File: config.mk
export PLATFORM = sky130hd
export DESIGN_NAME = vga_plot_arbiter
export DESIGN_NICKNAME = d
export VERILOG_FILES = /design/src/rtl/vga_plot_arbiter.sv
export SDC_FILE = /design/constraint.sdc
export NUM_CORES = 1
export LEC_CHECK = 0
export CAP_MARGIN = 20
export CORE_ASPECT_RATIO = 0.8
export CORE_MARGIN = 2
export CORE_UTILIZATION = 43
export DETAILED_ROUTE_END_ITERATION = 16
export PLACE_DENSITY = 0.75
export SLEW_MARGIN = 40
export SYNTH_ARGS = -nofsm -noshare
export SYNTH_HDL_FRONTEND = slang
export SYNTH_SLANG_ARGS = --single-unit
File: constraint.sdc
create_clock -name clock -period 2.4 [get_ports clock]
set_clock_uncertainty 0.15 [all_clocks]
set_input_delay 0.6 -clock clock [delete_from_list [all_inputs] [get_ports clock]]
set_output_delay 0.6 -clock clock [all_outputs]
set_load 0.1 [all_outputs]
File: src/rtl/vga_plot_arbiter.sv
// Pixel-write port owner for the vga_adapter: round-robin arbitration between two
// valid/ready pixel requesters plus a full-screen clear engine.
module vga_plot_arbiter #(
    parameter int X_W   = 8,
    parameter int Y_W   = 7,
    parameter int C_W   = 3,
    parameter int X_MAX = 159,
    parameter int Y_MAX = 119
) (
    input  logic           clock,
    input  logic           reset,
    input  logic           clear_req,
    input  logic [C_W-1:0] clear_colour,
    input  logic           req0_valid,
    input  logic [X_W-1:0] req0_x,
    input  logic [Y_W-1:0] req0_y,
    input  logic [C_W-1:0] req0_colour,
    output logic           req0_ready,
    input  logic           req1_valid,
    input  logic [X_W-1:0] req1_x,
    input  logic [Y_W-1:0] req1_y,
    input  logic [C_W-1:0] req1_colour,
    output logic           req1_ready,
    output logic [X_W-1:0] x,
    output logic [Y_W-1:0] y,
    output logic [C_W-1:0] colour,
    output logic           plot,
    output logic           busy,
    output logic           clear_done,
    output logic           oob_err
);

    localparam logic [0:0] S_IDLE  = 1'b0;
    localparam logic [0:0] S_CLEAR = 1'b1;

    localparam logic [X_W-1:0] XMAX_C = X_W'(X_MAX);
    localparam logic [Y_W-1:0] YMAX_C = Y_W'(Y_MAX);

    logic [0:0]     state_q, state_d;
    logic           pend_q, pend_d;
    logic [C_W-1:0] ccol_q, ccol_d;
    logic [X_W-1:0] cx_q, cx_d;
    logic [Y_W-1:0] cy_q, cy_d;
    logic           last_grant_q, last_grant_d;
    logic           xfer_q, xfer_d;
    logic [X_W-1:0] x_q, x_d;
    logic [Y_W-1:0] y_q, y_d;
    logic [C_W-1:0] col_q, col_d;
    logic           plot_q, plot_d;
    logic           done_q, done_d;
    logic           oob_q, oob_d;

    logic           busy_w;
    logic           xfer;
    logic [X_W-1:0] win_x;
    logic [Y_W-1:0] win_y;
    logic [C_W-1:0] win_col;

    function automatic logic in_range(input logic [X_W-1:0] px, input logic [Y_W-1:0] py);
        return (px <= XMAX_C) && (py <= YMAX_C);
    endfunction

    assign busy_w = pend_q | (state_q == S_CLEAR);

    // Grants are suppressed while a clear is requested, pending or running.
    always_comb begin
        req0_ready = 1'b0;
        req1_ready = 1'b0;
        if (!reset && !busy_w && !clear_req) begin
            if (req0_valid && req1_valid) begin
                if (last_grant_q) begin
                    req0_ready = 1'b1;
                end else begin
                    req1_ready = 1'b1;
                end
            end else if (req0_valid) begin
                req0_ready = 1'b1;
            end else if (req1_valid) begin
                req1_ready = 1'b1;
            end
        end
    end

    assign xfer    = req0_ready | req1_ready;
    assign win_x   = req1_ready ? req1_x      : req0_x;
    assign win_y   = req1_ready ? req1_y      : req0_y;
    assign win_col = req1_ready ? req1_colour : req0_colour;

    always_comb begin
        state_d      = state_q;
        pend_d       = pend_q;
        ccol_d       = ccol_q;
        cx_d         = cx_q;
        cy_d         = cy_q;
        last_grant_d = last_grant_q;
        xfer_d       = xfer;
        x_d          = x_q;
        y_d          = y_q;
        col_d        = col_q;
        plot_d       = 1'b0;
        done_d       = 1'b0;
        oob_d        = oob_q;

        if (xfer) begin
            last_grant_d = req1_ready;
            if (in_range(win_x, win_y)) begin
                x_d    = win_x;
                y_d    = win_y;
                col_d  = win_col;
                plot_d = 1'b1;
            end else begin
                oob_d = 1'b1;
            end
        end

        unique case (state_q)
            S_IDLE: begin
                // A pixel already plotting this cycle defers the clear by one cycle.
                if (clear_req && !busy_w) begin
                    ccol_d = clear_colour;
                    if (xfer_q) begin
                        pend_d = 1'b1;
                    end else begin
                        state_d = S_CLEAR;
                        cx_d    = '0;
                        cy_d    = '0;
                        x_d     = '0;
                        y_d     = '0;
                        col_d   = clear_colour;
                        plot_d  = 1'b1;
                    end
                end else if (pend_q) begin
                    pend_d  = 1'b0;
                    state_d = S_CLEAR;
                    cx_d    = '0;
                    cy_d    = '0;
                    x_d     = '0;
                    y_d     = '0;
                    col_d   = ccol_q;
                    plot_d  = 1'b1;
                end
            end
            S_CLEAR: begin
                if ((cx_q == XMAX_C) && (cy_q == YMAX_C)) begin
                    state_d = S_IDLE;
                    done_d  = 1'b1;
                end else begin
                    if (cx_q == XMAX_C) begin
                        cx_d = '0;
                        cy_d = cy_q + Y_W'(1);
                    end else begin
                        cx_d = cx_q + X_W'(1);
                    end
                    x_d    = cx_d;
                    y_d    = cy_d;
                    col_d  = ccol_q;
                    plot_d = 1'b1;
                end
            end
            default: state_d = S_IDLE;
        endcase
    end

    always_ff @(posedge clock) begin
        if (reset) begin
            state_q      <= S_IDLE;
            pend_q       <= 1'b0;
            ccol_q       <= '0;
            cx_q         <= '0;
            cy_q         <= '0;
            last_grant_q <= 1'b1;
            xfer_q       <= 1'b0;
            x_q          <= '0;
            y_q          <= '0;
            col_q        <= '0;
            plot_q       <= 1'b0;
            done_q       <= 1'b0;
            oob_q        <= 1'b0;
        end else begin
            state_q      <= state_d;
            pend_q       <= pend_d;
            ccol_q       <= ccol_d;
            cx_q         <= cx_d;
            cy_q         <= cy_d;
            last_grant_q <= last_grant_d;
            xfer_q       <= xfer_d;
            x_q          <= x_d;
            y_q          <= y_d;
            col_q        <= col_d;
            plot_q       <= plot_d;
            done_q       <= done_d;
            oob_q        <= oob_d;
        end
    end

    assign x          = x_q;
    assign y          = y_q;
    assign colour     = col_q;
    assign plot       = plot_q;
    assign busy       = busy_w;
    assign clear_done = done_q;
    assign oob_err    = oob_q;

endmodule

Yosys cells after proc, flatten, opt, wreduce, memory -nomap -nowiden
Cells that the tools add are included.
- bitwise gates (word level): 4
- equality and inequality tests: 6
- reductions and logical operators: 14
- add/subtract/negate cells: 2
- mux-type cells: 60
- $lt $le $gt $ge: 2
- operators with widths (kind ; number):
    2-to-1 mux 8 bit ; 12
    2-to-1 mux 7 bit ; 12
    case mux 8 bit (2 select lines) ; 2
    case mux 7 bit (2 select lines) ; 2
    2-to-1 mux 1 bit ; 22
    2-to-1 mux 3 bit ; 7
    adder 8 x 1 -> 8 bit, second input constant ; 1
    == test 8 bit, second input constant ; 1
    less-or-equal comparator 8 bit, second input constant ; 1
    adder 7 x 1 -> 7 bit, second input constant ; 1
    == test 7 bit, second input constant ; 1
    less-or-equal comparator 7 bit, second input constant ; 1
    logical AND 1 bit ; 6
    != test 3 bit, second input constant ; 2
    case mux 3 bit (2 select lines) ; 1
    AND reduction 2 bit ; 3
    != test 2 bit, second input constant ; 2
    case mux 1 bit (2 select lines) ; 2
    zero test 1 bit ; 3
    AND reduction 3 bit ; 1
    inverter 1 bit ; 2
    bitwise OR 1 bit ; 2
    OR reduction 2 bit ; 1
- bits of input ports: 44
- bits in registers: 43
- output and inout bits: 24
- word-level logic and storage cells: 101

Depth between registers and ports, before layout
Gate-level depths: netlist (run 1).
- word-level depth: 13
- depth in mapped cells: 9
- depth with buffers taken out: 6

Least setup slack after synthesis (run 1)
No wires, ideal clock.
- kind: input -> output
- from: input reset
- to: output req0_ready
- slack: -0.903 ns
- stages on the path: 5
- path buffers: 2
- required time: 1.650 ns
- arrival: 2.553 ns
- cell sequence: buf_2 -> nor4_4 -> buf_4 -> nand2_1 -> nor2_1
- longest elaborated chain between the ends: 4
- ends and longest elaborated chain (what ; line ; source):
    start: declaration ; 11 ; input logic reset,
    zero test 1 bit ; 69 ; if (!reset && !busy_w && !clear_req) begin
    logical AND 1 bit (2 in a row) ; 69 ;
    2-to-1 mux 1 bit ; 69 ;
    end: declaration ; 18 ; output logic req0_ready,
Every way passes these cells.

Final worst setup path (run 1)
Ends and elaborated chain as after synthesis.

==> flow_summary.json, run 1 <==
{
  "status": "completed",
  "synth_top_area_share_pct": 35.8,
  "clock-root-buffer": "clkbuf_8",
  "clock_latency_ns": 0.30,
  "drt_iter0_markers": 152,
  "wl_per_cell_um": 15.5,
  "grt_max_degree": 25,
  "maxCapViolations": 0,
  "ys_seq_area_share_pct": 35.8,
  "cp-end-kind": "output pin",
  "cts.path.max_buffers": 2,
  "powerDensity_nw_per_um2": 500,
  "dieArea_um2": 6210,
  "cts_num_sinks": 43,
  "cts_made_buffers": 5,
  "viasPerCell": 5.73,
  "grt_pass1_vias": 2452,
  "finalSetupViolCount": 0,
  "antenna_found_initial": 0,
  "path_clk_slew_ns": 0.08,
  "row_count": 24,
  "dr.pass1.iters": 4,
  "async_flop_share_pct": 0,
  "crit_fanout": 4,
  "layout.nets": 411,
  "peakVddDrop_mv": 0.261,
  "rsz0062_at_grt": "no",
  "cp_slowest_stage_delay_ns": 0.27,
  "cp_cell_sequence": "dlygate4sd2_1 > nor4_4 > buf_6 > nand2_2 > nor2_4 > buf_12",
  "grt_pass1_wl_um": 11300,
  "syn_area_um2": 2400,
  "hp-start": "y[3]$_SDFF_PP0_",
  "yosys_warnings": 0,
  "crit_type": "input port to output pin",
  "final_common_cell": "buf_4",
  "io_buffers": 67,
  "min_delay_path_depth": 1,
  "crit_path_start_kind": "input port",
  "fillers": 464,
  "max-slew-margin-rel_pct": 71.4,
  "p_leak_nw": 1.41,
  "finalPower_mw": 1.72,
  "fin_crit_sh_pct": 97.1,
  "hold_violations": 0,
  "synth_cell_types": 52,
  "ant_nets": 0,
  "synth_area_leader_cell": "dfxtp_1",
  "tritoncts": "built",
  "yosys_most_used_dff": "dfxtp_1",
  "globalRouteTotalUtil_pct": 22.9,
  "rr_startpoint": "cx_q[1]$_SDFFE_PP0P_",
  "period_needed_ns": 2.33,
  "final_layout_size_suffix_gt1_share_pct": 24.1,
  "ys_ff_latch": 43,
  "hold_path_end": "y[3]$_SDFF_PP0_",
  "overflow": 0,
  "reg2reg_depth": 6,
  "fin_setup_tns_ns": 0,
  "syn_area_per_cell_um2": 8.71,
  "arrival_ns": 1.58,
  "slowest_stage": "dlygate4sd2_1",
  "h-tree-depth": 2,
  "start_util_pct": 44.2,
  "drv_slew": 0,
  "pre_cts_slack_ns": -0.370,
  "antennaDiodeCount": 0,
  "fp.dieW_um": 87.6,
  "cp.required_ns": 1.65,
  "chipHeight_um": 70.9,
  "finish.utilization_pct": 63.4,
  "dpl.hpwl_um": 5150,
  "worst_pin_slew_ns": 0.429,
  "num_vias": 2539,
  "rrSetupSlack_ns": 0.17,
  "drt_wl_total_um": 6870,
  "ys_top_cells_by_area": "dfxtp_1, mux2i_1, a21oi_1, nor2_1, nand4_1",
  "holdCritPathClass": "flop to flop",
  "gp_congestion": 0.846,
  "setup_slack_ns": 0.0705,
  "synth_cells": 276,
  "boundaryPins": 68,
  "timing.fmax_ghz": 0.429,
  "syn-num-nets": 322,
  "core_area_um2": 5440,
  "syn2layout_area_growth_pct": 43.3,
  "drc": 0,
  "r2r-end": "colour[1]$_SDFF_PP0_",
  "synth-edff-count": 0,
  "mostFrequentLayoutCells": "buf_4, dfxtp_1, clkdlybuf4s50_1, nor2_1, a21oi_1"
}
-- state kept, by name, indices dropped and copies added (netlist names), named ones only --
name	flops
last_grant_q	1
clear_done	1
pend_q	1
xfer_q	1
cy_q	7
plot	1
cx_q	8
ccol_q	3
y	7
colour	3
x	7
state_q	1
oob_err	1
-- worst max-delay path: cells and delay by family --
kind          cells  cell delay [ns]
buf+inv           3             0.62
simple gates      3             0.36
-- repair_timing --
action                                  in CTS  in global routing
endpoints found under the setup margin      14                  0
buffers inserted                             3                  0
gates resized for setup                     10                  0
hold buffers                                 0                  0
-- per-layer routing --
layer / share of wire [%] / GRT usage [%] / wire length, um / vias up
met5: 0 / 0 / 0 / -
met4: 1.1 / 6.32 / 78 / 0
met3: 6.3 / 4.32 / 433 / 13
met2: 46 / 37.7 / 3170 / 99
met1: 46 / 30.7 / 3190 / 1206
li1: - / - / - / 1221
-- worst max-delay path by stage --
stage	from	to	slack (ns)	cells after the start
after global routing	reset	req0_ready	0.006	6
after detailed placement	clear_req	x[2]$_SDFF_PP0_	-0.37	8
final	reset	req0_ready	0.07	6
after CTS	reset	req0_ready	0.07	6
after global placement	clear_req	req0_ready	-0.33	6
after floorplan	reset	req1_ready	-0.07	6
-- synth_stat cells, types with 3 or more instances --
library cell,number
nor2_1,24
mux2_2,6
xnor2_1,5
dfxtp_1,43
buf_6,4
or3_1,4
buf_2,6
nand3_1,14
nand2_1,16
inv_1,7
o221ai_1,7
o21ai_0,13
a222oi_1,3
clkbuf_1,9
mux2i_1,18
and4_1,3
nor3_1,4
a21oi_1,23
nand4_1,12
a311o_1,5
o22ai_1,3
xor2_1,4
o211ai_1,3
-- power breakdown --
| part | switching, mW | leakage [nW] | total [mW] | internal (mW) |
|---|---|---|---|---|
| registers | 0.0215 | 0.350 | 0.762 | 0.740 |
| logic | 0.295 | 1.02 | 0.485 | 0.190 |
| clock network | 0.251 | 0.0470 | 0.477 | 0.226 |
-- cells by family (layout without fill, tap and decap cells) --
kind of cell | count (synthesis) | after routing | synth area share [%]
simple gates | 97 | 97 | 22.3
compound gates | 74 | 74 | 21.3
flops | 43 | 43 | 35.8
buf+inv | 27 | 116 | 5.93
mux | 24 | 24 | 10.3
xor+xnor | 9 | 9 | 3.28
fa+ha+maj | 2 | 2 | 1.04
-- area by class of cell --
class                   instances  area (um2)  share of cell area, %
clock buffers                   6        82.6                   2.40
clock inverters                 1        5.00                  0.145
inverters                       7        30.0                  0.871
multi-input cells             206        1440                   41.7
flip-flops and latches         43         861                   25.0
well taps                      78        97.6                   2.83
repair buffers                102         935                   27.1
-- per-stage QoR --
stage,area [um2],instances,hold slack [ns]
2_1_floorplan,2460,276,0.315
3_3_place_gp,3330,433,0.329
3_5_place_dp,3330,433,0.326
4_1_cts,3450,443,0.350
5_1_grt,3450,443,0.371
6_report,3450,443,0.347
(Power assumes the default switching activity.)
==> run 2: changes to the inputs <==
--- a/config.mk
+++ b/config.mk
@@ -5,6 +5,7 @@
 export SDC_FILE = /design/constraint.sdc
 export NUM_CORES = 1
 export LEC_CHECK = 0
+export ABC_AREA = 1
 export CAP_MARGIN = 20
 export CORE_ASPECT_RATIO = 0.8
 export CORE_MARGIN = 2
==> run 2 against run 1 <==
Effect of this change:
- maximum frequency is 1.4% higher
- die area is 0.29% higher
- count of clock-buffer cells in the layout stayed put
- clock power is 2% lower
- largest cell class unchanged
- highest routed layer unchanged
==> flow_summary.json, run 2 <==
{
  "ys_ff_latch": 43,
  "timing.fmax_ghz": 0.435,
  "synth_area_leader_cell": "dfxtp_1",
  "pre_cts_slack_ns": -0.390,
  "drc": 0,
  "multi_input_area_um2": 1390,
  "combPwrFrac_pct": 34.4,
  "p_sw_uw": 702,
  "final_common_cell": "nand2_1",
  "h-tree-depth": 2,
  "synth.most_common_cell": "nand2_1",
  "startpoint": "clear_req",
  "ys_seq_area_share_pct": 35.7,
  "crit_type": "input port to flop",
  "grt_max_degree": 32,
  "ys_top_cells_by_area": "dfxtp_1, nand2_1, nor2_1, a21oi_1, inv_1",
  "holdCritPathClass": "flop to flop",
  "hold_violations": 0,
  "switching_share_pct": 37.0,
  "num_vias": 2749,
  "p_int_mw": 1.19,
  "globalRouteTotalUtil_pct": 23.1,
  "synth_top_area_share_pct": 35.7,
  "hp-start": "cy_q[6]$_SDFFE_PP0P_",
  "clock-root-buffer": "clkbuf_8",
  "crit_path_start_kind": "input port",
  "synth-edff-count": 0,
  "period_needed_ns": 2.30,
  "fin_setup_tns_ns": 0,
  "wl_per_cell_um": 13.2,
  "syn2layout_area_growth_pct": 48.7,
  "largest_reg_flops": 8,
  "syn-num-nets": 409,
  "drt_wl_total_um": 7180,
  "setup_slack_ns": 0.103,
  "syn_area_per_cell_um2": 6.65,
  "finalPower_mw": 1.90,
  "finalSetupViolCount": 0,
  "gp_congestion": 0.910,
  "cts.path.max_buffers": 2,
  "cts_made_buffers": 5,
  "arrival_ns": 2.39,
  "core_area_um2": 5440,
  "antennaDiodeCount": 0,
  "viasPerCell": 5.06,
  "p_leak_nw": 1.59,
  "fp.dieW_um": 87.7,
  "grt_pass1_vias": 2501,
  "dieArea_um2": 6230,
  "rr_startpoint": "pend_q$_SDFFE_PP0P_",
  "status": "completed",
  "synth_cell_types": 36,
  "fillers": 499,
  "dpl.hpwl_um": 5210,
  "async_flop_share_pct": 0,
  "powerDensity_nw_per_um2": 528,
  "regArea_um2": 862,
  "peakVddDrop_mv": 0.290,
  "synth_cells": 363,
  "top_register": "cx_q",
  "drt_iter0_markers": 181,
  "dr.pass1.iters": 5,
  "overflow": 0,
  "p_seq_share_pct": 40.9,
  "chipHeight_um": 71.0,
  "cp-end-kind": "flop",
  "max-slew-margin-rel_pct": 71.3,
  "start_util_pct": 44.4,
  "tritoncts": "built",
  "yosys_warnings": 0,
  "io_buffers": 67,
  "fin_crit_sh_pct": 95.7,
  "cts_num_sinks": 43,
  "cp.required_ns": 2.49,
  "hold_buffers": 0,
  "final_layout_size_suffix_gt1_share_pct": 23.4,
  "drv_slew": 0,
  "layout.nets": 510,
  "row_count": 24,
  "maxCapViolations": 0,
  "yosys-top-cells-count": "nand2_1, nor2_1, dfxtp_1",
  "whs_ns": 0.331,
  "power_frac_clock_pct": 24.8,
  "worst_pin_slew_ns": 0.426,
  "boundaryPins": 68,
  "ant_nets": 0,
  "crit_fanout": 8,
  "mostFrequentLayoutCells": "nand2_1, buf_4, nor2_1, dfxtp_1, clkdlybuf4s50_1",
  "grt_pass1_wl_um": 11200,
  "rsz0062_at_grt": "yes",
  "yosys_most_used_dff": "dfxtp_1",
  "path_clk_slew_ns": 0.08,
  "clock_latency_ns": 0.31,
  "antenna_found_initial": 0,
  "syn_area_um2": 2410
}
==> run 2: cell types whose count changed after synthesis, sizes merged, moves of 6 or more <==
cell / previous run / this run
nand2: 17 / 94
inv: 7 / 39
o21bai: 0 / 6
a21oi: 23 / 34
nand4: 12 / 4
mux2i: 18 / 0
o211ai: 3 / 13
nor2: 24 / 55
o21ai: 14 / 28
nand3: 14 / 22
o221ai: 7 / 0
mux2: 6 / 0
==> run 2: path summary, 6_finish.rpt <==
path	end	slack, ns	cells past startpoint
max	colour[2]$_SDFF_PP0_	0.10	16
min	cy_q[6]$_SDFFE_PP0P_	0.33	2
max reg2reg	colour[2]$_SDFF_PP0_	0.24	15
min reg2reg	cy_q[6]$_SDFFE_PP0P_	0.33	2
==> run 2: per-stage QoR <==
step	cells	util (%)	area [um2]
after floorplan	363	-	2430
after global placement	527	61.7	3350
after detailed placement	527	61.7	3350
after CTS	539	64.3	3500
after global routing	543	66.0	3590
final	543	66.0	3590
==> run 2: power groups by stage <==
| stage | Sequential (mW) | Combinational, mW | Clock (mW) |
|---|---|---|---|
| 2_1_floorplan | 0.933 | 0.240 | 0 |
| 3_3_place_gp | 0.790 | 0.615 | 0 |
| 3_5_place_dp | 0.789 | 0.620 | 0 |
| 4_1_cts | 0.773 | 0.631 | 0.478 |
| 5_1_grt | 0.778 | 0.696 | 0.501 |
| 6_report | 0.774 | 0.651 | 0.469 |
==> run 2: cells by family after synthesis <==
family | synth area share (%)
xor gates and xnor gates | 0.726
buffers and inverters | 9.60
adders and majority gates | 1.04
DFF | 35.7
and+or+nand+nor | 32.3
AOI/OAI and AO/OA | 20.6
==> run 2: timing repair <==
item / in CTS / in global routing
setup endpoints to repair: 17 / 21
setup buffers: 4 / 4
gates resized for setup: 11 / 20
pin swaps: 3 / 14
hold endpoints to repair: 0 / 0
==> run 2: worst max-delay path: stages <==
cell and delay (ns):
dlygate4sd2_1 0.25, nor2_2 0.15, nand2_4 0.08, buf_6 0.14, o21bai_1 0.15, nand2_2 0.09
nor2_2 0.14, nand2_2 0.10, nand3_4 0.13, buf_6 0.13, nand2_1 0.07, nand3_1 0.07
nand2_1 0.05, nand2_1 0.06, nand2_1 0.06, a21oi_2 0.12
==> run 2: layout make-up <==
class	instances	area share, %
clock buffers	6	2.02
clock inverters	2	0.349
well taps	78	2.72
multi-input cells	268	38.8
flip-flops and latches	43	24.0
inverters	40	4.50
repair buffers	106	27.6
==> run 2: routing by layer <==
layer	routed length [um]	GRT usage (%)
met5	0	0
met4	79	7.86
met3	656	5.02
met2	3120	34.7
met1	3330	32.9
